### config.mk
export PLATFORM = sky130hd
export DESIGN_NAME = door_scheduler_flat
export DESIGN_NICKNAME = d
export VERILOG_FILES = /design/src/rtl/door_scheduler_if.sv /design/src/rtl/door_scheduler.sv /design/src/flat_wrapper.sv
export SDC_FILE = /design/constraint.sdc
export NUM_CORES = 1
export LEC_CHECK = 0
export CORE_AREA = 2 2 81 83
export CTS_CLUSTER_DIAMETER = 100
export DETAILED_ROUTE_END_ITERATION = 8
export DIE_AREA = 0 0 83 85
export PLACE_DENSITY = 0.53
export SLEW_MARGIN = 5
export SYNTH_ARGS = -nofsm -noshare
export SYNTH_HDL_FRONTEND = slang
export SYNTH_SLANG_ARGS = --single-unit
### constraint.sdc
create_clock -name clk -period 3.6 [get_ports clk]
set_clock_uncertainty 0.2 [all_clocks]
set_input_delay 0.72 -clock clk [delete_from_list [all_inputs] [get_ports clk]]
set_output_delay 0.72 -clock clk [all_outputs]
set_load 0.02 [all_outputs]
### src/rtl/door_scheduler_if.sv
// door_scheduler_if: call/door handshake and car status bundle for door_scheduler
interface door_scheduler_if;
   logic [3:0] call_btn;
   logic       door_done;
   logic       door_open;
   logic [1:0] floor;
   logic       moving;
   logic       dir_up;
   logic [3:0] pending;
   logic       busy;

   modport master (
      output call_btn, door_done,
      input  door_open, floor, moving, dir_up, pending, busy
   );

   modport slave (
      input  call_btn, door_done,
      output door_open, floor, moving, dir_up, pending, busy
   );
endinterface

### src/rtl/door_scheduler.sv
// door_scheduler: four-floor SCAN car controller with door open/done handshake
module door_scheduler #(
   parameter int TRAVEL_TICKS = 8,
   parameter int OPEN_HOLD    = 4
) (
   input logic         clk,
   input logic         rst_a_n,
   door_scheduler_if.slave bus
);
   localparam int              HW         = OPEN_HOLD > 1 ? $clog2(OPEN_HOLD) : 1;
   localparam logic [15:0]     TRAVEL_MAX = 16'(TRAVEL_TICKS - 1);
   localparam logic [HW-1:0]   HOLD_MAX   = HW'(OPEN_HOLD - 1);

   typedef enum logic [2:0] {IDLE, MOVE, OPEN_REQ, WAIT_DONE, WAIT_REL} state_t;

   state_t      state;
   logic [15:0] timer;
   logic [HW-1:0] hold;
   logic        done_q;
   logic [1:0]  next_floor;
   logic [3:0]  held;

   function automatic logic [3:0] bit_of(input logic [1:0] f);
      return 4'b0001 << f;
   endfunction

   // keep the current direction while calls lie ahead, otherwise turn toward calls behind
   function automatic logic pick_dir(input logic [1:0] f, input logic d, input logic [3:0] p);
      logic above, below;
      above = |(p & (4'b1110 << f));
      below = |(p & ~(4'b1111 << f));
      return d ? (above | ~below) : (above & ~below);
   endfunction

   // one-floor step in the scan direction, clamped at the shaft ends; calls merged into latched set
   always_comb begin
      next_floor = bus.dir_up ? (bus.floor == 2'd3 ? bus.floor : bus.floor + 2'd1)
                              : (bus.floor == 2'd0 ? bus.floor : bus.floor - 2'd1);
      held       = bus.pending | bus.call_btn;
   end

   // scheduler FSM with registered outputs; the served floor's call is cleared on OPEN_REQ entry and while in it
   always_ff @(posedge clk or negedge rst_a_n)
      if (!rst_a_n) begin
         state         <= IDLE;
         timer         <= '0;
         hold          <= '0;
         done_q        <= 1'b0;
         bus.floor     <= 2'd0;
         bus.dir_up    <= 1'b1;
         bus.pending   <= 4'b0000;
         bus.door_open <= 1'b0;
         bus.moving    <= 1'b0;
         bus.busy      <= 1'b0;
      end else begin
         done_q      <= bus.door_done;
         bus.pending <= held;
         case (state)
            IDLE:
               if (bus.pending[bus.floor]) begin
                  state         <= OPEN_REQ;
                  hold          <= HOLD_MAX;
                  bus.door_open <= 1'b1;
                  bus.busy      <= 1'b1;
                  bus.pending   <= held & ~bit_of(bus.floor);
               end else if (|bus.pending) begin
                  state      <= MOVE;
                  timer      <= TRAVEL_MAX;
                  bus.dir_up <= pick_dir(bus.floor, bus.dir_up, bus.pending);
                  bus.moving <= 1'b1;
                  bus.busy   <= 1'b1;
               end
            MOVE:
               if (timer != 16'd0)
                  timer <= timer - 16'd1;
               else begin
                  bus.floor <= next_floor;
                  if (bus.pending[next_floor]) begin
                     state         <= OPEN_REQ;
                     hold          <= HOLD_MAX;
                     bus.door_open <= 1'b1;
                     bus.moving    <= 1'b0;
                     bus.pending   <= held & ~bit_of(next_floor);
                  end else begin
                     timer      <= TRAVEL_MAX;
                     bus.dir_up <= pick_dir(next_floor, bus.dir_up, bus.pending);
                  end
               end
            OPEN_REQ: begin
               bus.pending <= held & ~bit_of(bus.floor);
               if (hold != '0)
                  hold <= hold - HW'(1);
               else begin
                  state         <= WAIT_DONE;
                  bus.door_open <= 1'b0;
               end
            end
            WAIT_DONE:
               if (bus.door_done && !done_q)
                  state <= WAIT_REL;
            WAIT_REL:
               if (!bus.door_done) begin
                  state    <= IDLE;
                  bus.busy <= 1'b0;
               end
            default: state <= IDLE;
         endcase
      end
endmodule
### src/flat_wrapper.sv
// flat-port wrapper written by rule: the top's interface ports become plain ports
module door_scheduler_flat 
#(
   parameter int TRAVEL_TICKS = 8,
   parameter int OPEN_HOLD    = 4
)
  (clk, rst_a_n, bus_call_btn, bus_door_done, bus_door_open, bus_floor, bus_moving, bus_dir_up, bus_pending, bus_busy);
  door_scheduler_if bus_i ();
  input logic clk;
  input logic rst_a_n;
  input wire logic [$bits(bus_i.call_btn)-1:0] bus_call_btn;
  input wire logic [$bits(bus_i.door_done)-1:0] bus_door_done;
  output wire logic [$bits(bus_i.door_open)-1:0] bus_door_open;
  output wire logic [$bits(bus_i.floor)-1:0] bus_floor;
  output wire logic [$bits(bus_i.moving)-1:0] bus_moving;
  output wire logic [$bits(bus_i.dir_up)-1:0] bus_dir_up;
  output wire logic [$bits(bus_i.pending)-1:0] bus_pending;
  output wire logic [$bits(bus_i.busy)-1:0] bus_busy;
  assign bus_i.call_btn = bus_call_btn;
  assign bus_i.door_done = bus_door_done;
  assign bus_door_open = bus_i.door_open;
  assign bus_floor = bus_i.floor;
  assign bus_moving = bus_i.moving;
  assign bus_dir_up = bus_i.dir_up;
  assign bus_pending = bus_i.pending;
  assign bus_busy = bus_i.busy;
  door_scheduler #(.TRAVEL_TICKS(TRAVEL_TICKS), .OPEN_HOLD(OPEN_HOLD)) u_core (.clk(clk), .rst_a_n(rst_a_n), .bus(bus_i));
endmodule
Word-level counts from Yosys, hierarchy flattened. Cells that the tools add are included.

Register bits: 32. Bits of input ports: 7. Output and inout bits: 10. Logic and storage cells: 128.

Add/subtract/negate cells: 4. $lt $le $gt $ge: 2. Eq/ne operators: 17. Shift operators: 6. Muxes and demuxes: 49. Bitwise gates (word level): 18. Reductions and logical operators: 22.

Operator list (number): 2-to-1 mux 16 bit (4); case mux 16 bit (2 select lines) (1); AND 4 bit (6); 2-to-1 mux 3 bit (7); AND reduction 5 bit (4); OR reduction 4 bit (5); 2-to-1 mux 1 bit (18); NOT 4 bit (4); nonzero test 16 bit (1); << shifter 4 x 2 -> 4 bit (first input constant) (4); subtractor 16 x 1 -> 16 bit (second input constant) (1); case mux 3 bit (5 select lines) (1); 2-to-1 mux 2 bit (7); 2-to-1 mux 4 bit (3); case mux 4 bit (3 select lines) (1); inequality test 2 x 1 -> 1 bit (second input constant) (5); inequality test 2 bit (second input constant) (5); << shifter 1 x 2 -> 4 bit (first input constant) (2); equality test 3 x 2 -> 1 bit (second input constant) (2); less-than comparator 2 x 3 -> 1 bit (second input constant) (2); case mux 1 bit (2 select lines) (3); case mux 2 bit (3 select lines) (1); AND reduction 6 bit (1); nonzero test 2 bit (3); 21 further kinds (27).

Logic depth before layout (Yosys ltp).
Depth in word-level cells: 13. Depth in mapped cells: 8. Mapped depth without buffers: 8.

Worst setup path after synthesis. OpenSTA, ideal clock, no wires.

Kind: register to register. From: reg u_core.bus.pending[0]. To: reg u_core.timer[2]. Library setup time: 0.124 ns. Arrival: 1.991 ns. Data required time: 3.276 ns. Slack: 1.285 ns. Cell stages (with the launch flop): 8. Path buffers: 1. Cells stage by stage: dfrtp_1 buf_2 or3_1 a221oi_1 o21ai_2 nand2_1 nor2_1 a211o_1.

Word-level cells in the longest chain between the ends: 4. Elaborated cells on any way between the ends: 9. Classes of those cells: eq/ne: 3; mux: 4; reduce/logical: 2.

Ends and longest elaborated chain: from (decl) (RTL line door_scheduler_if.sv:19) `output door_open, floor, moving, dir_up, pending, busy`; from (signal assigned) (RTL line door_scheduler.sv:57) `bus.pending <= held;`; from (signal assigned) (RTL line door_scheduler.sv:65) `bus.pending <= held & ~bit_of(bus.floor);`; from (signal assigned) (RTL line door_scheduler.sv:83) `bus.pending <= held & ~bit_of(next_floor);`; binary-select mux 1 bit (select 2 bit) (on tied branches) (RTL line door_scheduler.sv:78, door_scheduler.sv:60); 2-to-1 mux 1 bit (on tied branches) (RTL line door_scheduler.sv:78, door_scheduler.sv:60); inequality test 3 x 2 -> 1 bit (no source line) or inequality test 2 bit (tied branches); AND reduction 4 bit (no source line) (*); to (signal assigned) (RTL line door_scheduler.sv:75) `timer <= timer - 16'd1;`; to (decl) (RTL line door_scheduler.sv:17) `logic [15:0] timer;`.

Mark *: on every way between the ends. The rest lies on a longest branch, timed or not. The select of a mux whose other input is x is not followed. A chain may end at the register's enable or synchronous reset.

Worst setup path in the final report.
From: reg u_core.bus.floor[1]. To: out bus_floor[1].

RTL lines: from (decl) (RTL line door_scheduler_if.sv:19); from (signal assigned) (RTL line door_scheduler.sv:77) `bus.floor <= next_floor;`; to (decl) (RTL line flat_wrapper.sv:14) `output wire logic [$bits(bus_i.floor)-1:0] bus_floor;`.

No word-level cell between the ends.

==> metrics.md <==
| Metric | Value |
|---|---|
| Outcome | completed |
| Setup Buffers After CTS | 0 |
| Register share of total power | 0.352 |
| Highest net fanout along the worst path | 22 |
| Clock transition at the register clock pins on the worst setup and hold paths after CTS | about 0.070 ns |
| Post-synthesis xor/xnor area fraction | 0.0167 |
| Comb power frac | 0.506 |
| Mean cell area of the mapped netlist | between 8 and 9 um2 |
| Worst vdd rail ir drop | ~0.00032 V |
| Initial core utilization | 0.337 |
| Area of all sequential standard cells | around 800 um2 |
| Synthesized instance count | 250 |
| Clk network pwr share | 0.142 |
| EDFF count, synth | 0 |
| Critical path buffer and inverter count | 1 |
| Pins over their slew limit | 0 |
| Switch Pwr | approximately 1000 uW |
| Worst slew slack as a fraction of its limit | 0.559 |
| Multi-input logic area | between 0.001 and 0.0015 mm2 |
| Clock tree from TritonCTS | built |
| Cell types with the largest area share after synthesis | sky130_fd_sc_hd__dfrtp_1, sky130_fd_sc_hd__o21ai_0, sky130_fd_sc_hd__a21oi_1 |
| Clock Tree Root | sky130_fd_sc_hd__clkbuf_8 |
| Arr. time, crit path | 1.77 ns |
| Average routed wire per standard cell | 15.2 um |
| Largest net degree at the start of global routing | 33 |
| Height of the die | approximately 85 um |
| Half-perimeter wire length after detailed placement | between 3000 and 4000 um |
| Count of synthesis-stage warnings from yosys | 0 |
| Clock insertion delay at the later pin of the skew report | ~0.28 ns |
| Remaining DRCs | 0 |
| Number of nets in the final layout | 270 |
| Count of TritonRoute iterations in the first routing pass | 4 |
| Smallest hold slack | a little under 0.3 ns |
| Leakage power summed over all cells | between 0.9 and 1 nW |
| Compound-Gate Fraction of Synth Area | 0.265 |
| Cell taking the most area after synthesis | sky130_fd_sc_hd__dfrtp_1 |
| Synth-to-layout area growth | 14.7% |
| Maximum clock frequency | roughly 370 MHz |
| Number of hold-slack violations in the final timing report | 0 |
| Cell-by-cell trace of the critical path | clkdlybuf4s50_1 |
| Die span in x | approximately 83 um |
| Element type at the critical path end | primary output |
| Combinational family with the most area after synthesis | compound AO/OA/AOI/OAI gates |
| Number of max-capacitance violations reported | 0 |
| Power per cell area | between 800 and 900 mW/mm2 |
| Total Power | about 2.1 mW |
| Switching share of total power | 0.459 |
| Antenna violations before repair | 0 |
| Mux contribution to synthesized area | 0.0209 |
| Count of buffers inserted at the top-level ports | 16 |
| Wire length of the first global-routing pass | 9010 um |
| Resize count post-CTS | 0 |
| Worst setup timing slack at the placement stage | 0.978 ns |
| Most repeated cell in the gate-level netlist after synthesis | sky130_fd_sc_hd__dfrtp_1 |
| Die area | between 0.007 and 0.008 mm2 |
| Number of endpoints failing setup at the final stage | 0 |
| Post-Synth Simple-Gate Area | 0.243 |
| CP top delay family | flip-flops |
| Post-route ant nets | 0 |
| Via count | between 1500 and 2000 |
| Type of origin of the critical path | register |
| Number of buffers created by CTS | 5 |
| Proportion of netlist area held by the largest area contributor | 0.371 |
| Post-synth ARST share | 1.00 |
| Adder-cell share of the synthesized area | 0.0179 |
| Class of the worst hold path | register to register |
| Number of standard cells in the final layout excluding fillers | between 300 and 400 |
| Share of cells above drive strength 1 | 0.0885 |
| Hold-fix buffer count after cts | 0 |
| Worst slew pin tran | roughly 0.66 ns |
| Overall routed net length | between 5000 and 6000 um |
| Ratio of final minimum period to clock period | 0.748 |
| Syn_nets | 260 |
| Remaining Overflow, GRT | 0 |
| Buffers from clock root to sink, at most | 2 |
| Yosys reg bits | 32 |
| Ant. Diodes | 0 |
| GR Util All Layers | 0.156 |
| Setup Total Neg Slack | 0 ns |
| CTS H-Tree Depth | 2 |
| Worst path required time | between 2 and 3 ns |
| Unrepaired setup endpoints after global routing | no |
| Min setup slack post-route | approximately 0.91 ns |
| Worst setup path class | register to primary output |
| Count of boundary I/O pins | 17 |
| Last weighted congestion value of the routability-driven placer | 0.766 |
| Tmin final | between 2 and 3 ns |
| Number of fill cells in the layout | 634 |
| # rows | 29 |
| DR iter-0 viols | about 130 |
| # clock sinks | 32 |
| Register area share after synthesis | 0.383 |
| Standard cell with the maximum stage delay on the critical path | sky130_fd_sc_hd__dfrtp_1 |
| Top_reg_cell synth | sky130_fd_sc_hd__dfrtp_1 |
| Synthesized area | 0.00209 mm2 |
| Post-synthesis cell type count | 55 |
| Vias in the first global route | between 1500 and 2000 |
| Peak per-stage delay on the critical path | between 0.7 and 0.8 ns |
| Internal power | 1.15 mW |
| Top cells by instance count after synthesis | sky130_fd_sc_hd__dfrtp_1, sky130_fd_sc_hd__nor2_1, sky130_fd_sc_hd__o21ai_0 |
| Vias per Instance | approximately 5.6 |
| CORE AREA | between 0.006 and 0.007 mm2 |
| Placed cells | 330 |
## layout by cell type, fill, tap and decap left out, types with 4 or more instances in the layout
cell                              instances
sky130_fd_sc_hd__a21o_1                   4
sky130_fd_sc_hd__a21oi_1                 23
sky130_fd_sc_hd__clkbuf_8                 7
sky130_fd_sc_hd__clkdlybuf4s50_1         16
sky130_fd_sc_hd__dfrtp_1                 31
sky130_fd_sc_hd__inv_1                   13
sky130_fd_sc_hd__nand2_1                 12
sky130_fd_sc_hd__nor2_1                  29
sky130_fd_sc_hd__nor2b_1                  5
sky130_fd_sc_hd__nor3_1                  11
sky130_fd_sc_hd__nor4_1                   4
sky130_fd_sc_hd__o21ai_0                 24
sky130_fd_sc_hd__o22a_1                   4
sky130_fd_sc_hd__o31ai_1                  5
sky130_fd_sc_hd__or3_1                    7
## cell families (layout without fill, tap and decap cells)
family | after synthesis | after routing
AOI/OAI and AO/OA | 86 | 86
xor gates and xnor gates | 4 | 4
adders and majority gates | 3 | 3
buffers and inverters | 28 | 38
DFF | 32 | 32
muxes | 3 | 3
and+or+nand+nor | 94 | 94
## power groups by stage
stage | combinational [mW] | clock [mW] | sequential (mW)
6_report | 1.08 | 0.302 | 0.749
5_1_grt | 1.22 | 0.332 | 0.787
4_1_cts | 1.08 | 0.316 | 0.747
3_5_place_dp | 1.08 | 0 | 0.752
3_3_place_gp | 1.07 | 0 | 0.750
2_1_floorplan | 0.872 | 0 | 0.662
## state kept, by name, indices dropped and copies added, names as in the netlist
register and cells:
u_core.timer 16, u_core.bus.pending 4, u_core.state 3, u_core.bus.floor 2
u_core.hold 2, u_core.bus.busy 1, u_core.bus.dir_up 1, u_core.bus.door_open 1
u_core.bus.moving 1, u_core.done_q 1
## path summary, 6_finish.rpt
check / startpoint / to / slack (ns) / cells past startpoint
worst max-delay path: u_core.bus.floor[1] / bus_floor[1] / 0.91 / 1
worst min-delay path: u_core.hold[0] / u_core.hold[0] / 0.29 / 2
worst max register to register: u_core.bus.floor[0] / u_core.bus.dir_up / 0.93 / 6
worst min register to register: u_core.hold[0] / u_core.hold[0] / 0.29 / 2
max in group asynchronous: rst_a_n / u_core.bus.dir_up / 2.20 / 2
min in group asynchronous: rst_a_n / u_core.timer[9] / 0.65 / 2
## cell type report
| cell class | count | share of cell area |
|---|---|---|
| multi-input cells | 190 | 0.492 |
| flip-flops and latches | 32 | 0.334 |
| repair buffers | 18 | 0.0730 |
| clock buffers | 7 | 0.0402 |
| well taps | 77 | 0.0402 |
| inverters | 13 | 0.0203 |
## worst register-to-register path, delay by kind of cell (launching register included)
family / cells / cell delay, ns
simple gates: 1 / 0.29
flops: 1 / 0.65
mux: 1 / 0.41
compound gates: 4 / 1.04
## per-stage QoR
stage | util | area, um2
finish | 0.387 | 2400
global placement | 0.371 | 2300
CTS | 0.387 | 2400
global route | 0.387 | 2400
detailed placement | 0.371 | 2300
floorplan | - | 2090
## metal layers
metal / vias up / routed length [um] / global-route usage
li1: 945 / - / -
met1: 921 / 2490 / 0.220
met2: 35 / 2420 / 0.241
met3: 2 / 158 / 0.0302
met4: 0 / 44 / 0.0537
met5: - / 0 / 0
No activity file was read; power rests on OpenSTA's default activity.
